## src/rtl/pr_bridge_pkg.sv

```systemverilog
// Shared types and decode helpers for the multi-device CPU peripheral bridge.
package pr_bridge_pkg;

    typedef enum logic [1:0] {
        StIdle,
        StAccess,
        StResp
    } state_e;

    localparam logic [1:0]  CTL_IRQ_MASK = 2'd0;
    localparam logic [1:0]  CTL_IRQ_PEND = 2'd1;
    localparam logic [1:0]  CTL_ERR_ADDR = 2'd2;
    localparam logic [31:0] CTL_WIN_MASK = 32'hFFFF_FFF0;

    // Address bits [1:0] never take part in decode.
    function automatic logic decode_hit(input logic [31:0] addr, input logic [31:0] base,
                                        input logic [31:0] mask);
        return (addr & mask & 32'hFFFF_FFFC) == (base & 32'hFFFF_FFFC);
    endfunction

endpackage

```

## src/rtl/pr_irq_ctrl.sv

```systemverilog
// Interrupt controller: per-channel edge/level pending latch, mask, W1C clear, registered hw_int.
module pr_irq_ctrl
    import pr_bridge_pkg::*;
#(
    parameter int unsigned N_DEV    = 6,
    parameter logic [5:0]  IRQ_EDGE = 6'b000000
) (
    input  logic             clk,
    input  logic             rst_n,
    input  logic [N_DEV-1:0] dev_irq,
    input  logic             mask_we,
    input  logic [N_DEV-1:0] mask_wd,
    input  logic [N_DEV-1:0] pend_clr,
    output logic [N_DEV-1:0] irq_mask,
    output logic [N_DEV-1:0] irq_pend,
    output logic [N_DEV-1:0] irq_hw
);

    logic [N_DEV-1:0] irq_q;
    logic [N_DEV-1:0] pend_d;

    // A new edge takes priority over a same-cycle W1C clear.
    always_comb begin
        pend_d = '0;
        for (int i = 0; i < N_DEV; i++) begin
            if (IRQ_EDGE[i]) begin
                pend_d[i] = (irq_pend[i] & ~pend_clr[i]) | (dev_irq[i] & ~irq_q[i]);
            end else begin
                pend_d[i] = dev_irq[i];
            end
        end
    end

    always_ff @(posedge clk or negedge rst_n) begin
        if (!rst_n) begin
            irq_q    <= '0;
            irq_pend <= '0;
            irq_mask <= '0;
            irq_hw   <= '0;
        end else begin
            irq_q    <= dev_irq;
            irq_pend <= pend_d;
            irq_hw   <= irq_pend & irq_mask;
            if (mask_we) begin
                irq_mask <= mask_wd;
            end
        end
    end

endmodule

```

## src/rtl/pr_multi_bridge.sv

```systemverilog
// CPU Pr* bus to N_DEV peripheral bridge with req/ack wait states, timeout bus error and an
// interrupt controller driving the CPU HWInt lines.
module pr_multi_bridge
    import pr_bridge_pkg::*;
#(
    parameter int unsigned         N_DEV    = 6,
    parameter logic [N_DEV*32-1:0] DEV_BASE = {N_DEV{32'h0}},
    parameter logic [N_DEV*32-1:0] DEV_MASK = {N_DEV{32'hFFFF_FFF0}},
    parameter logic [31:0]         CTL_BASE = 32'h0000_7F80,
    parameter int unsigned         TIMEOUT  = 15,
    parameter logic [5:0]          IRQ_EDGE = 6'b000000
) (
    input  logic                clk,
    input  logic                sys_rstn,
    input  logic                pr_req,
    input  logic                pr_we,
    input  logic [31:0]         pr_addr,
    input  logic [31:0]         pr_wd,
    input  logic [3:0]          pr_be,
    output logic [31:0]         pr_rd,
    output logic                pr_ack,
    output logic                pr_err,
    output logic [N_DEV-1:0]    dev_sel,
    output logic                dev_we,
    output logic [31:0]         dev_addr,
    output logic [31:0]         dev_wd,
    output logic [3:0]          dev_be,
    input  logic [N_DEV*32-1:0] dev_rd,
    input  logic [N_DEV-1:0]    dev_ready,
    input  logic [N_DEV-1:0]    dev_irq,
    output logic [5:0]          hw_int
);

    localparam int unsigned CNT_W = (TIMEOUT > 16) ? $clog2(TIMEOUT) : 4;

    state_e           state_q;
    logic [CNT_W-1:0] cnt_q;
    logic [31:0]      err_addr_q;

    logic [N_DEV-1:0] hit_oh;
    logic             dev_hit;
    logic             ctl_hit;
    logic             sel_ready;
    logic [31:0]      sel_rd;
    logic [31:0]      ctl_rd;
    logic             ctl_wr;
    logic             mask_we;
    logic [N_DEV-1:0] pend_clr;
    logic [N_DEV-1:0] irq_mask;
    logic [N_DEV-1:0] irq_pend;
    logic [N_DEV-1:0] irq_hw;

    // Scan high to low so the lowest-index hit is the one that sticks.
    always_comb begin
        hit_oh  = '0;
        dev_hit = 1'b0;
        for (int i = N_DEV - 1; i >= 0; i--) begin
            if (decode_hit(pr_addr, DEV_BASE[32*i +: 32], DEV_MASK[32*i +: 32])) begin
                hit_oh    = '0;
                hit_oh[i] = 1'b1;
                dev_hit   = 1'b1;
            end
        end
        ctl_hit = decode_hit(pr_addr, CTL_BASE, CTL_WIN_MASK);
    end

    always_comb begin
        sel_rd = '0;
        for (int i = 0; i < N_DEV; i++) begin
            if (dev_sel[i]) begin
                sel_rd = sel_rd | dev_rd[32*i +: 32];
            end
        end
        sel_ready = |(dev_ready & dev_sel);
    end

    always_comb begin
        ctl_rd = '0;
        unique case (pr_addr[3:2])
            CTL_IRQ_MASK: ctl_rd[N_DEV-1:0] = irq_mask;
            CTL_IRQ_PEND: ctl_rd[N_DEV-1:0] = irq_pend;
            CTL_ERR_ADDR: ctl_rd = err_addr_q;
            default:      ctl_rd = '0;
        endcase
        ctl_wr   = (state_q == StIdle) && pr_req && pr_we && !dev_hit && ctl_hit;
        mask_we  = ctl_wr && (pr_addr[3:2] == CTL_IRQ_MASK) && pr_be[0];
        pend_clr = (ctl_wr && (pr_addr[3:2] == CTL_IRQ_PEND) && pr_be[0]) ?
                   pr_wd[N_DEV-1:0] : '0;
    end

    always_ff @(posedge clk or negedge sys_rstn) begin
        if (!sys_rstn) begin
            state_q    <= StIdle;
            cnt_q      <= '0;
            err_addr_q <= '0;
            pr_rd      <= '0;
            pr_ack     <= 1'b0;
            pr_err     <= 1'b0;
            dev_sel    <= '0;
            dev_we     <= 1'b0;
            dev_addr   <= '0;
            dev_wd     <= '0;
            dev_be     <= '0;
        end else begin
            unique case (state_q)
                StIdle: begin
                    pr_ack <= 1'b0;
                    pr_err <= 1'b0;
                    pr_rd  <= '0;
                    if (pr_req) begin
                        dev_addr <= {pr_addr[31:2], 2'b00};
                        dev_wd   <= pr_wd;
                        dev_be   <= pr_be;
                        if (dev_hit) begin
                            dev_sel <= hit_oh;
                            dev_we  <= pr_we;
                            cnt_q   <= '0;
                            state_q <= StAccess;
                        end else if (ctl_hit) begin
                            pr_ack  <= 1'b1;
                            pr_rd   <= pr_we ? 32'h0 : ctl_rd;
                            state_q <= StResp;
                        end else begin
                            pr_ack     <= 1'b1;
                            pr_err     <= 1'b1;
                            err_addr_q <= {pr_addr[31:2], 2'b00};
                            state_q    <= StResp;
                        end
                    end
                end
                StAccess: begin
                    if (sel_ready) begin
                        pr_ack  <= 1'b1;
                        pr_rd   <= dev_we ? 32'h0 : sel_rd;
                        dev_sel <= '0;
                        dev_we  <= 1'b0;
                        state_q <= StResp;
                    end else if (cnt_q == CNT_W'(TIMEOUT - 1)) begin
                        pr_ack     <= 1'b1;
                        pr_err     <= 1'b1;
                        err_addr_q <= dev_addr;
                        dev_sel    <= '0;
                        dev_we     <= 1'b0;
                        state_q    <= StResp;
                    end else begin
                        cnt_q <= cnt_q + 1'b1;
                    end
                end
                StResp: begin
                    pr_ack  <= 1'b0;
                    pr_err  <= 1'b0;
                    pr_rd   <= '0;
                    state_q <= StIdle;
                end
                default: state_q <= StIdle;
            endcase
        end
    end

    pr_irq_ctrl #(
        .N_DEV    (N_DEV),
        .IRQ_EDGE (IRQ_EDGE)
    ) u_irq (
        .clk      (clk),
        .rst_n    (sys_rstn),
        .dev_irq  (dev_irq),
        .mask_we  (mask_we),
        .mask_wd  (pr_wd[N_DEV-1:0]),
        .pend_clr (pend_clr),
        .irq_mask (irq_mask),
        .irq_pend (irq_pend),
        .irq_hw   (irq_hw)
    );

    always_comb begin
        hw_int             = '0;
        hw_int[N_DEV-1:0]  = irq_hw;
    end

endmodule

```

## config.mk

```make
export PLATFORM = sky130hd
export DESIGN_NAME = pr_multi_bridge
export DESIGN_NICKNAME = d
export VERILOG_FILES = /design/src/rtl/pr_bridge_pkg.sv /design/src/rtl/pr_irq_ctrl.sv /design/src/rtl/pr_multi_bridge.sv
export SDC_FILE = /design/constraint.sdc
export NUM_CORES = 1
export LEC_CHECK = 0
export CAP_MARGIN = 15
export CORE_AREA = 5 5 147 149
export CTS_CLUSTER_SIZE = 30
export DETAILED_ROUTE_END_ITERATION = 12
export DIE_AREA = 0 0 152 154
export PLACE_DENSITY = 0.83
export SLEW_MARGIN = 25
export SYNTH_ARGS = -nofsm -noshare
export SYNTH_HDL_FRONTEND = slang
export SYNTH_HIERARCHICAL = 1
export SYNTH_SLANG_ARGS = --single-unit
```

## constraint.sdc

```tcl
create_clock -name clk -period 3.2 [get_ports clk]
set_input_delay 0.8 -clock clk [delete_from_list [all_inputs] [get_ports clk]]
set_output_delay 0.8 -clock clk [all_outputs]
set_load 0.02 [all_outputs]
```

Yosys cells after proc, flatten, opt, wreduce, memory -nomap -nowiden

Index checks and enable logic that the tools add are counted.

Bits in registers: 163
Latch bits: 0
Memory bits (writable): 0
ROM bits: 0
Input port bits: 276
Output and inout port bits: 115
Memories kept: 0

$add $sub $neg: 1
Multiply operators: 0
Divide/modulo/power cells: 0
Order comparisons: 0
Eq/ne operators: 15
Shifts and indexed selects: 0
Muxes and demuxes: 53
Bitwise operators: 7
Reduce and logical (&&, ||, !) cells: 21

Operators by type and width:

| kind                   | count |
|---|---|
| $mux W32               | 17 |
| $or A32 B32 Y32        | 5 |
| $pmux W32 S3           | 1 |
| $pmux W32 S2           | 1 |
| $logic_not A32 Y1      | 1 |
| $eq A28 B11 Y1 const B | 1 |
| $mux W26               | 1 |
| $mux W6                | 4 |
| $pmux W6 S3            | 1 |
| $mux W4                | 4 |
| $ne A2 B2 Y1 const B   | 8 |
| $mux W1                | 14 |
| $and A6 B6 Y6          | 2 |
| $pmux W6 S2            | 1 |
| $mux W2                | 4 |
| $pmux W4 S2            | 1 |
| $reduce_and A2 Y1      | 4 |
| $logic_and A1 B1 Y1    | 6 |
| $pmux W1 S3            | 2 |
| $reduce_and A6 Y1      | 1 |
| $reduce_or A6 Y1       | 1 |
| $reduce_and A5 Y1      | 1 |
| $add A4 B1 Y4 const B  | 1 |
| $eq A2 B1 Y1 const B   | 2 |
| other kinds (11)       | 13 |

Depth between registers and ports, before layout

Word-level depth: 14
Gate-level depth with buffers: 10
Mapped depth without buffers: 7

Modules after synthesis

Netlist, hierarchy kept.

By module, submodules not included:

| module          | times used | cells an instance | area each (um2) |
|---|---|---|---|
| pr_multi_bridge | 1          | 475               | 6,277.3 |
| pr_irq_ctrl     | 1          | 31                | 589.3 |

Worst setup path before layout

OpenSTA, ideal clock, no wires.

Path kind: input to register
From: input pr_addr[27]
To: register pr_rd[21]
Setup time: 0.064 ns
Arrival: 2.474 ns
Path slack: 0.661 ns
Stages: 7
Cells stage by stage: or4_4 or4b_1 buf_6 nor2b_4 buf_6 buf_8 a221o_2

Word-level cells in the longest chain between the ends: 5

RTL lines:

| what                                                | RTL line                                      | text |
|---|---|---|
| from (decl)                                         | pr_multi_bridge.sv:17                         | `input logic [31:0] pr_addr,` |
| $eq A28 B11 Y1 or $logic_not A32 Y1 (tied branches) | pr_bridge_pkg.sv:18                           | `return (addr & mask & 32'hFFFF_FFFC) == (base & 32'hFFFF_FFFC);` |
| $mux W32 or $mux W1 (tied branches)                 | pr_multi_bridge.sv:119, pr_multi_bridge.sv:58 |  |
| $mux W32 (*)                                        | pr_multi_bridge.sv:114                        | `if (dev_hit) begin` |
| $mux W32 (*)                                        | pr_multi_bridge.sv:110                        | `if (pr_req) begin` |
| $pmux W32 S3 (*)                                    | pr_multi_bridge.sv:105                        | `unique case (state_q)` |
| to (signal assigned)                                | pr_multi_bridge.sv:121                        | `pr_rd <= pr_we ? 32'h0 : ctl_rd;` |
| to (signal assigned)                                | pr_multi_bridge.sv:134                        | `pr_rd <= dev_we ? 32'h0 : sel_rd;` |
| to (decl)                                           | pr_multi_bridge.sv:20                         | `output logic [31:0] pr_rd,` |

Mark *: on every way between the ends. The rest lies on a longest branch, timed or not.
A chain may end at the register's enable or synchronous reset.

Worst setup path in the final report

From: input pr_addr[23]
To: register cnt_q[0]

Word-level cells in the longest chain between the ends: 4

RTL lines:

| what                               | RTL line               | text |
|---|---|---|
| $logic_not A32 Y1                  | pr_bridge_pkg.sv:18    |  |
| $mux W1                            | pr_multi_bridge.sv:58  | `if (decode_hit(pr_addr, DEV_BASE[32*i +: 32], DEV_MASK[32*i +: 32])) begin` |
| $ne A2 B2 Y1 (no source line)      | n/a                    |  |
| $reduce_and A5 Y1 (no source line) | n/a                    |  |
| to (signal assigned)               | pr_multi_bridge.sv:146 | `cnt_q <= cnt_q + 1'b1;` |
| to (decl)                          | pr_multi_bridge.sv:37  | `logic [CNT_W-1:0] cnt_q;` |

No other way between the ends.

==> results.toml <==
[routing]
wirelength_mm = 19.88
drtPass1Iterations = 4
vias_per_cell = 5.023
vias = 5078
drc_errors = 0
ant_nets = 0
wire_per_inst_um = 19.67
first_iter_violations = 212

[pwr]
leakage_nw = 4.285
peakVddDrop_mv = 0.4751
seqPwrFrac_pct = 39.1
intPower_mw = 5.192
swShare_pct = 32.29
clkPwrFrac_pct = 25.2
p_per_area_mw_per_mm2 = 769.5
switching_power_mw = 2.476
p_comb_share_pct = 35.8

[critical_path]
path_class = "input pin to flop"
cp.required_ns = 3.50
slowest_delay_ns = 0.45
crit_buf_inv = 3
path_delay_family = "compound AO/OA/AOI/OAI gates"
cp_common_cell = "buf_4"
crit_path_top_delay_cell = "clkdlybuf4s50_1"
startpoint_type = "input pin"
arrival_ns = 3.07
cp-end-kind = "flop"
path_cells = "clkdlybuf4s50_1 -> nor4_1 -> buf_4 -> nand4_1 -> buf_4 -> o31ai_1 -> o21ai_0 -> a211o_1"
cp_max_fo = 4

[status]
status = "complete, no violations"

[sta]
worstMarginPinSlew_ns = 0.6527
tns_ns = 0
fin_crit_sh_pct = 86.60
layout_min_cycle_time_ns = 2.771
max_freq_ghz = 0.3608
setup_viol = 0
rsz0062_at_grt = "no"
skew_ns = 0.009591
hold_violations = 0
slew_headroom_pct = 56.48
slew_violations = 0

[cts]
cts_tree = "yes"
cts_resized = 0
path_clk_slew_ns = 0.07
htree_levels = 4
postCtsHoldBufs = 0
cts_setup_buffers = 0
numCtsBuffers = 17
clk_path_buf_depth = 2
worstSkewPairLatency_ns = 0.42
cts-root-buf = "clkbuf_16"
cts.sinks = 156

[grt]
grt_pass1_wl_mm = 31.54
grt_usage_pct = 17.07
antenna_found_initial = 2
grt-ovfl-total = 0
grt_pass1_vias = 5582
grt_max_degree = 67

[place]
dp_hpwl_mm = 14.78
placed_cells = 980
io_buffers = 216
place_congestion = 0.7958

[floorplanning]
die-height_um = 154
die_x_um = 152
dieArea_sq_mm = 0.02341
io_pins = 391
rows = 52
start_util_pct = 34.03
core_sq_mm = 0.02004

[cells_and_area]
fillers = 1795
area_growth_pct = 46.12
multi_input_area_sq_mm = 0.002740
layout.cells.non_filler = 1011
final_net_count = 1010
regArea_sq_mm = 0.003904
layout-drive-gt1-share_pct = 27.40
antennaDiodeCount = 0

[synth]
synthCells = 499
synth_area_sq_mm = 0.006820
ys_warn_count = 6
avgSynthCellArea_sq_um = 13.67

[min_path]
hp-class = "input pin to async pin"

[flow_run]
cap_violations = 0
## worst paths after layout
path                                        start              end  slack [ns]  depth (start not counted)
worst max register to register         state_q[1]   err_addr_q[28]        0.62                          7
max in group asynchronous                sys_rstn     dev_addr[22]        2.05                          2
worst min register to register  u_irq/irq_pend[5]  u_irq/irq_hw[5]        0.48                          1
min in group clk                u_irq/irq_pend[5]  u_irq/irq_hw[5]        0.48                          1
worst max-delay path                  pr_addr[23]         cnt_q[0]        0.43                          8
worst min-delay path                     sys_rstn        pr_rd[12]        0.38                          1
## cell type report
cell class	instances	share of cell area [%]
clock buffer	19	4.344
multi-input combinational	306	27.50
tap	270	3.390
sequential	156	39.17
timing repair buffer	243	24.24
clock inverter	12	1.168
inverter	5	0.1883
## per-layer routing
layer	vias up	share of wire (%)	track usage (%)
met4	4	1.4	5.051
met3	24	9.7	7.083
met1	2543	45	22.40
met5	-	0.14	0
met2	215	44	25.95
li1	2292	-	-
## stage by stage
stage	util, %	power, mW	instance area, sq um	worst slack, ns	hold WS (ns)
after floorplan	-	4.370	6843	0.6614	0.4582
after global placement	46.99	5.720	9417	0.07247	0.4649
after detailed placement	46.99	5.806	9417	0.03583	0.4720
after CTS	49.73	7.773	9966	0.4803	0.3974
after global routing	49.73	8.072	9966	0.2463	0.4257
final	49.73	7.668	9966	0.4286	0.3821
## power groups by stage
stage	Clock [mW]	Combinational, mW	Sequential [mW]
after global placement	0	2.74	2.98
after floorplan	0	0.880	3.49
after global routing	2.07	2.91	3.09
after CTS	1.99	2.79	3.00
final	1.93	2.74	2.99
after detailed placement	0	2.77	3.03
## worst register-to-register path, cell delays in order (launching register included)
cell	delay, ns
dfrtp_1	0.40
inv_1	0.09
ha_2	0.61
nand2b_1	0.30
a22o_1	0.28
a31oi_4	0.22
buf_12	0.21
mux2_2	0.36
## sequential cells by signal (all words and copies together), names as in the netlist
| signal | cells |
|---|---|
| dev_we | 1 |
| pr_ack | 1 |
| cnt_q | 4 |
| dev_be | 4 |
| u_irq/irq_pend | 6 |
| u_irq/irq_mask | 6 |
| state_q | 2 |
| dev_sel | 1 |
| dev_wd | 32 |
| pr_err | 1 |
| pr_rd | 32 |
| err_addr_q | 30 |
| dev_addr | 30 |
| u_irq/irq_hw | 6 |
## layout by cell type (no fill, tap or decap), types with 5 or more instances in the layout
| master | n |
|---|---|
| clkdlybuf4s50_1 | 215 |
| dfrtp_1 | 156 |
| mux2_2 | 126 |
| and3_1 | 30 |
| buf_4 | 23 |
| a221o_1 | 22 |
| clkbuf_16 | 17 |
| a21oi_1 | 14 |
| nor2_1 | 13 |
| nand2_1 | 7 |
| mux2i_1 | 7 |
| conb_1 | 7 |
| nor4_1 | 6 |
| and2_1 | 6 |
| mux2_4 | 6 |
| inv_1 | 5 |
| nor3_1 | 5 |
| nand3_1 | 5 |
Note: power is estimated with default switching activity, not from simulation.
